===== config.mk =====
export PLATFORM = sky130hd
export DESIGN_NAME = vc_rr_buffer
export DESIGN_NICKNAME = d
export VERILOG_FILES = /design/src/rtl/vc_rr_buffer.sv
export SDC_FILE = /design/constraint.sdc
export NUM_CORES = 1
export LEC_CHECK = 0
export CORE_MARGIN = 2
export CORE_UTILIZATION = 60
export CTS_BUF_LIST = sky130_fd_sc_hd__clkbuf_8
export CTS_CLUSTER_DIAMETER = 80
export DETAILED_ROUTE_END_ITERATION = 7
export HOLD_SLACK_MARGIN = 0.06
export PLACE_DENSITY = 0.89
export SLEW_MARGIN = 20
export SYNTH_ARGS = -nofsm -noshare
export SYNTH_HDL_FRONTEND = slang
export SYNTH_SLANG_ARGS = --single-unit
export TNS_END_PERCENT = 30

===== constraint.sdc =====
create_clock -name clk -period 3.68 [get_ports clk]
set_input_delay 0.736 -clock clk [delete_from_list [all_inputs] [get_ports clk]]
set_output_delay 0.736 -clock clk [all_outputs]
set_load 0.05 [all_outputs]

===== src/rtl/vc_rr_buffer.sv =====
// Virtual-channel buffer: one push stream is sorted into NUM_VC FIFOs by its top bits
// and drained round-robin onto a single registered, stall-aware output.
module vc_rr_buffer #(
  parameter int DATA_W = 6,
  parameter int NUM_VC = 4,
  parameter int DEPTH  = 4
) (
  input  logic                         clk,
  input  logic                         reset_L,
  input  logic                         init,
  input  logic [$clog2(DEPTH):0]       af_thr_i,
  input  logic [$clog2(DEPTH):0]       ae_thr_i,
  input  logic [DATA_W-1:0]            data_in,
  input  logic                         push,
  input  logic                         stall_in,
  output logic                         pause_out,
  output logic [NUM_VC-1:0]            empty_o,
  output logic [NUM_VC-1:0]            almost_empty_o,
  output logic [DATA_W-1:0]            data_out,
  output logic                         valid_out,
  output logic [NUM_VC-1:0]            error_out,
  output logic                         idle_out,
  output logic                         active_out,
  output logic [2:0]                   state_o
);

  localparam int SEL_W = $clog2(NUM_VC);
  localparam int CNT_W = $clog2(DEPTH) + 1;
  localparam int PTR_W = $clog2(DEPTH);

  typedef enum logic [2:0] {
    ST_RESET  = 3'd0,
    ST_INIT   = 3'd1,
    ST_IDLE   = 3'd2,
    ST_ACTIVE = 3'd3,
    ST_ERROR  = 3'd4
  } state_t;

  state_t              state_q, state_d;
  logic [DATA_W-1:0]   mem_q    [NUM_VC][DEPTH];
  logic [PTR_W-1:0]    wr_ptr_q [NUM_VC];
  logic [PTR_W-1:0]    wr_ptr_d [NUM_VC];
  logic [PTR_W-1:0]    rd_ptr_q [NUM_VC];
  logic [PTR_W-1:0]    rd_ptr_d [NUM_VC];
  logic [CNT_W-1:0]    cnt_q    [NUM_VC];
  logic [CNT_W-1:0]    cnt_d    [NUM_VC];
  logic [CNT_W-1:0]    af_thr_q, af_thr_d;
  logic [CNT_W-1:0]    ae_thr_q, ae_thr_d;
  logic [CNT_W-1:0]    af_in_s, ae_in_s;
  logic [SEL_W-1:0]    rr_ptr_q, rr_ptr_d;
  logic [DATA_W-1:0]   data_q, data_d;
  logic                valid_q, valid_d;
  logic [NUM_VC-1:0]   err_q, err_d;

  logic [SEL_W-1:0]    push_vc_s;
  logic [SEL_W-1:0]    grant_s;
  logic [NUM_VC-1:0]   nonempty_s;
  logic                any_s, run_s, push_full_s, push_ok_s, ovf_s, pop_s;

  // Classification, push/pop qualification and threshold clamping
  always_comb begin
    push_vc_s = data_in[DATA_W-1 -: SEL_W];
    run_s     = (state_q == ST_IDLE) || (state_q == ST_ACTIVE);
    for (int v = 0; v < NUM_VC; v++) begin
      nonempty_s[v] = (cnt_q[v] != {CNT_W{1'b0}});
    end
    any_s       = |nonempty_s;
    push_full_s = (cnt_q[push_vc_s] == CNT_W'(DEPTH));
    push_ok_s   = run_s && push && !push_full_s;
    ovf_s       = run_s && push && push_full_s;
    pop_s       = run_s && !stall_in && any_s;
    if ((af_thr_i == {CNT_W{1'b0}}) || (af_thr_i > CNT_W'(DEPTH))) begin
      af_in_s = CNT_W'(DEPTH);
    end else begin
      af_in_s = af_thr_i;
    end
    if (ae_thr_i >= af_in_s) begin
      ae_in_s = af_in_s - CNT_W'(1);
    end else begin
      ae_in_s = ae_thr_i;
    end
  end

  // Round-robin search starting one past the last granted VC
  always_comb begin
    logic             found;
    logic [SEL_W-1:0] idx;
    grant_s = rr_ptr_q;
    found   = 1'b0;
    idx     = rr_ptr_q;
    for (int i = 1; i <= NUM_VC; i++) begin
      idx = rr_ptr_q + SEL_W'(i);
      if (!found && nonempty_s[idx]) begin
        grant_s = idx;
        found   = 1'b1;
      end else begin
        found = found;
      end
    end
  end

  // Next-state for FIFO bookkeeping, output register, errors and thresholds
  always_comb begin
    for (int v = 0; v < NUM_VC; v++) begin
      logic inc, dec;
      inc = push_ok_s && (push_vc_s == SEL_W'(v));
      dec = pop_s && (grant_s == SEL_W'(v));
      if (state_q == ST_INIT) begin
        wr_ptr_d[v] = {PTR_W{1'b0}};
        rd_ptr_d[v] = {PTR_W{1'b0}};
        cnt_d[v]    = {CNT_W{1'b0}};
      end else begin
        wr_ptr_d[v] = wr_ptr_q[v] + PTR_W'(inc);
        rd_ptr_d[v] = rd_ptr_q[v] + PTR_W'(dec);
        cnt_d[v]    = cnt_q[v] + CNT_W'(inc) - CNT_W'(dec);
      end
    end
    rr_ptr_d = pop_s ? grant_s : rr_ptr_q;
    valid_d  = pop_s;
    data_d   = pop_s ? mem_q[grant_s][rd_ptr_q[grant_s]] : data_q;
    err_d    = err_q;
    if (state_q == ST_INIT) begin
      err_d    = {NUM_VC{1'b0}};
      af_thr_d = af_in_s;
      ae_thr_d = ae_in_s;
    end else begin
      af_thr_d = af_thr_q;
      ae_thr_d = ae_thr_q;
      if (ovf_s) begin
        err_d[push_vc_s] = 1'b1;
      end else begin
        err_d = err_q;
      end
    end
  end

  // Control FSM transitions; init outranks overflow
  always_comb begin
    state_d = state_q;
    case (state_q)
      ST_RESET: state_d = ST_INIT;
      ST_INIT:  state_d = init ? ST_INIT : ST_IDLE;
      ST_IDLE: begin
        if (init)                state_d = ST_INIT;
        else if (ovf_s)          state_d = ST_ERROR;
        else if (push || any_s)  state_d = ST_ACTIVE;
        else                     state_d = ST_IDLE;
      end
      ST_ACTIVE: begin
        if (init)                state_d = ST_INIT;
        else if (ovf_s)          state_d = ST_ERROR;
        else if (!push && !any_s) state_d = ST_IDLE;
        else                     state_d = ST_ACTIVE;
      end
      ST_ERROR: state_d = init ? ST_INIT : ST_ERROR;
      default:  state_d = ST_RESET;
    endcase
  end

  // Control and bookkeeping registers
  always_ff @(posedge clk or negedge reset_L) begin
    if (!reset_L) begin
      state_q  <= ST_RESET;
      for (int v = 0; v < NUM_VC; v++) begin
        wr_ptr_q[v] <= {PTR_W{1'b0}};
        rd_ptr_q[v] <= {PTR_W{1'b0}};
        cnt_q[v]    <= {CNT_W{1'b0}};
      end
      af_thr_q <= CNT_W'(DEPTH - 1);
      ae_thr_q <= CNT_W'(1);
      rr_ptr_q <= {SEL_W{1'b0}};
      data_q   <= {DATA_W{1'b0}};
      valid_q  <= 1'b0;
      err_q    <= {NUM_VC{1'b0}};
    end else begin
      state_q  <= state_d;
      wr_ptr_q <= wr_ptr_d;
      rd_ptr_q <= rd_ptr_d;
      cnt_q    <= cnt_d;
      af_thr_q <= af_thr_d;
      ae_thr_q <= ae_thr_d;
      rr_ptr_q <= rr_ptr_d;
      data_q   <= data_d;
      valid_q  <= valid_d;
      err_q    <= err_d;
    end
  end

  // FIFO storage; contents are only meaningful where the count says so
  always_ff @(posedge clk) begin
    if (push_ok_s) begin
      mem_q[push_vc_s][wr_ptr_q[push_vc_s]] <= data_in;
    end else begin
      mem_q <= mem_q;
    end
  end

  // Status flags straight from registered counts and latched thresholds
  always_comb begin
    pause_out = 1'b0;
    for (int v = 0; v < NUM_VC; v++) begin
      empty_o[v]        = (cnt_q[v] == {CNT_W{1'b0}});
      almost_empty_o[v] = (cnt_q[v] <= ae_thr_q);
      pause_out         = pause_out | (cnt_q[v] >= af_thr_q);
    end
  end

  assign data_out   = data_q;
  assign valid_out  = valid_q;
  assign error_out  = err_q;
  assign state_o    = state_q;
  assign idle_out   = (state_q == ST_IDLE);
  assign active_out = (state_q == ST_ACTIVE);

endmodule


* After elaboration in Yosys (flattened, before gate mapping)
Index checks and enable logic that the tools add are counted.
** Operators by class
- Reductions and logical operators :: 44
- Bitwise gates (word level) :: 8
- Multiplexer cells :: 62
- Order comparisons :: 22
- Add/sub/neg operators :: 20
- Eq/ne operators :: 11
** Operators by type and width (number)
- 96-bit bitwise mux :: 1
- 24-bit 2-to-1 mux :: 3
- 24-bit binary-select mux with 2-bit select :: 1
- 24-bit demux with 2-bit select :: 1
- 3-bit 2-to-1 mux :: 13
- 2-bit 2-to-1 mux :: 17
- 1-bit logical AND :: 20
- 3-bit zero test :: 6
- 6-bit 2-to-1 mux :: 3
- 2-bit by 1-bit adder with 2-bit output :: 8
- 3-bit >= comparator :: 5
- 2-bit by 3-bit < comparator with 1-bit output, second input constant :: 5
- 3-bit case mux with 5 select lines :: 1
- 3-bit by 1-bit adder with 3-bit output :: 4
- 6-bit binary-select mux with 2-bit select :: 1
- 6-bit demux with 2-bit select :: 1
- 3-bit >= comparator, second input constant :: 4
- 3-bit less-or-equal comparator :: 4
- 2-bit inverter with 3-bit output :: 4
- 3-bit nonzero test :: 4
- 3-bit by 1-bit subtractor with 3-bit output :: 4
- 1-bit 2-to-1 mux :: 10
- 1-bit binary-select mux with 2-bit select :: 4
- 2-bit binary-select mux with 2-bit select :: 2
- other kinds (21) :: 41
** Word-level totals
- Register bits after elaboration :: 146
- Bits of input ports :: 17
- Logic and storage cells :: 202
- Output and inout bits :: 25

* Logic depth before layout (Yosys ltp)
- Word-level depth :: 21
- Depth in mapped cells :: 15
- Gate-level depth less buffers :: 14

* Worst setup path after synthesis
No wires, ideal clock.
- Path type :: flip-flop to flip-flop
- Start point :: reg cnt_q[10] in the netlist's numbering
- End point :: reg cnt_q[2] in the netlist's numbering
- Setup time :: 0.132 ns
- Data required time :: 3.548 ns
- Cell stages (with the launch flop) :: 15
- Slack :: -0.471 ns
- Period minus slack after synthesis :: 4.151 ns
- Data arrival time :: 4.019 ns
- Buffers on the path :: 2
- Cell sequence :: dfrtp_1 -> nor3_1 -> a21boi_0 -> o21ai_2 -> and2_1 -> buf_2 -> buf_2 -> nand3_1 -> xnor2_1 -> ha_1 -> inv_1 -> fa_1 -> xor2_1 -> xnor2_1 -> nor2_1
** RTL lines
- start: declaration :: RTL line 45 : logic [CNT_W-1:0] cnt_q [NUM_VC];
- start signal: indexed assignment :: RTL line 167 : cnt_q[v] <= {CNT_W{1'b0}};
- start signal: assignment :: RTL line 179 : cnt_q <= cnt_d;

* Worst setup path in the final report
- Start point :: reg cnt_q[6] in the netlist's numbering
- End point :: out pause_out
** On the way
- Word-level cells in the longest chain between the ends :: 4
** RTL lines
- 3-bit >= comparator :: RTL line 204 : pause_out = pause_out | (cnt_q[v] >= af_thr_q);
- 1-bit bitwise OR (3 in a row) :: RTL line 204
- end: declaration :: RTL line 16 : output logic pause_out,
Every way passes these cells.

==> results.cfg <==
[sta]
fin_worst_skew_ns = 0.0109
timing.final.crit_share_pct = 95.3
min_period_ns = 3.51
fmax_ghz = 0.285
tns_ns = 0
setup_viol = 0
tightest_slew_ns = 0.711
maxSlewHeadroom_pct = 52.4
hold_viol_final = 0
rsz0062_at_grt = false
drv_slew = 0
setup_slack_ns = 0.174

[yosys]
synth_area_leaders = edfxtp_1, dfrtp_1, ha_1
muxShareOfSynthArea_pct = 0.632
synth_cell_types = 53
synthXorXnorAreaFrac_pct = 3.07
netlist_instances = 617
yosysTopAreaCell = edfxtp_1
async_flop_share_pct = 34.2
synth_compound_area_share_pct = 10.8
netlist_area_sq_um = 7120
yosysSeqAreaShare_pct = 58.1
synth_nets = 675
yosys.area_share.adder_pct = 7.62
ys.flop_type = edfxtp_1
synth_top_family_by_area = simple AND/OR/NAND/NOR gates
syn_avg_cell_area_sq_um = 11.5
synth-simple-area-share_pct = 16.5
ys_seq_elements = 146
yosysWarnings = 0
synth_edf_count = 96
synth_top_area_share_pct = 40.5

[grt]
grt_first_pass_wirelength_microns = 26200
grt_pass1_vias = 5293
track_usage_pct = 27.1
overflow = 0
grt_max_degree = 38
antenna_found_initial = 0

[worst_setup_path]
r2r_slack_ns = 0.27
cp.arrival_ns = 2.77
required_ns = 2.94
critical_path_class = register to output port
cp-start-kind = register
path_max_fanout = 5
cp-end-kind = output port
r2r_end = cnt_q[11]
r2r-start = cnt_q[1]
reg2reg_depth = 14

[clock_network]
clk_latency_ns = 0.45
clk_path_buf_depth = 2
cts_tree = done
htree_levels = 4
cts.sinks = 146
post_cts_buffers = 0
clk_pin_slew_ns = 0.08
cts_hold_buf = 0
cts_buffers = 17
cts-root-buf = clkbuf_8
cts.repair.resized = 0

[floorplanning]
die_width_microns = 113
core-area_sq_um = 11500
die_area_sq_um = 12800
start_util_pct = 61.9
die_h_microns = 113
rows = 39
io_pins = 42

[routing]
wire_per_inst_microns = 19.6
first_pass_iters = 7
drcViolationCount = 2
routed-via-count = 5125
ant_nets = 0
wirelength_microns = 16300
vias_per_cell = 6.18
initialDrtViolationCount = 552

[layout]
area_growth_pct = 14.0
nets = 731
fin_area_sq_um = 8120
diodes = 0
drive_above_1_share_pct = 11.8
layout_common_cells = edfxtp_1, nand2_1, nor2_1
final_common_cell = edfxtp_1
fin_cells = 829

[hold_path]
hp-class = input port to asynchronous set/reset pin

[placement]
port_buffers = 41
gp_congestion = 0.859
hpwl_microns = 11500
dp.cells = 797
post-place-ws_ns = 0.163
place_area_sq_um = 7760

[job]
maxCapViolCount = 0

[run_status]
violations = DRC
status = complete, but fails checks
==> registers in the layout (all words and copies together), names as in the netlist <==
name,cells
data_out,6
wr_ptr_q,8
error_out,4
cnt_q,12
af_thr_q,3
valid_out,1
rr_ptr_q,2
state_o,3
ae_thr_q,3
mem_q,96
rd_ptr_q,8
==> worst max-delay path by stage <==
stage	slack (ns)	to	from	depth (start not counted)
after detailed placement	0.16	cnt_q[2]	data_in[4]	14
after CTS	0.16	pause_out	cnt_q[6]	7
final	0.17	pause_out	cnt_q[6]	7
after floorplan	0.06	cnt_q[2]	cnt_q[7]	14
after global routing	0.05	pause_out	cnt_q[6]	7
after global placement	0.31	cnt_q[2]	data_in[4]	14
==> cell families (layout without fill, tap and decap cells) <==
kind of cell,count (synthesis),after routing
multiplexers,2,2
XOR/XNOR,25,25
AND/OR/NAND/NOR,249,249
adder cells (fa/ha/maj),41,41
buffers and inverters,50,119
flip-flops,146,146
AO/OA/AOI/OAI,104,104
==> through the flow <==
stage / util [%] / hold slack, ns
finish: 70.5 / 0.309
global route: 70.5 / 0.345
CTS: 70.5 / 0.315
detailed placement: 67.4 / 0.473
global placement: 67.4 / 0.467
floorplan: - / 0.440
==> cell usage after synthesis (all sizes together) (3+ instances only) <==
cell	count
inv	22
a21oi	33
nand2	94
or3	3
a211oi	5
clkbuf	14
o21a	4
a31oi	7
ha	37
and3	6
nand3	27
nor3	7
a21o	4
a21boi	3
or2	3
o211ai	13
nor2b	7
o311a	6
a221oi	7
and2	25
nor2	57
fa	4
xor2	11
dfstp	3
dfrtp	47
buf	13
nand2b	10
o21ai	13
xnor2	14
edfxtp	96
==> cell type report <==
class	count	area, sq um
flip-flops and latches	146	4140
inverters	23	91.3
repair buffers	64	578
clock inverters	15	133
clock buffers	17	234
fillers	731	3390
well taps	143	179
multi-input cells	421	2770
==> critical path, cell delays in order (launching register included) <==
cell and delay [ns]:
dfrtp_1 0.46, inv_1 0.11, ha_1 0.29, nand2b_1 0.15, a21o_1 0.19, a222oi_1 0.27, nand3_1 0.13, clkdlybuf4s50_1 0.72
==> layer usage <==
layer	vias to the layer above	wire length [microns]	GRT usage (%)
met2	248	8470	46.5
li1	2306	-	-
met5	-	0	0
met3	61	1120	5.36
met1	2510	6050	32.8
met4	0	607	13.7
Power is not shown: default switching activity piles up to over one toggle a cycle in this logic, so the estimate is an artifact.
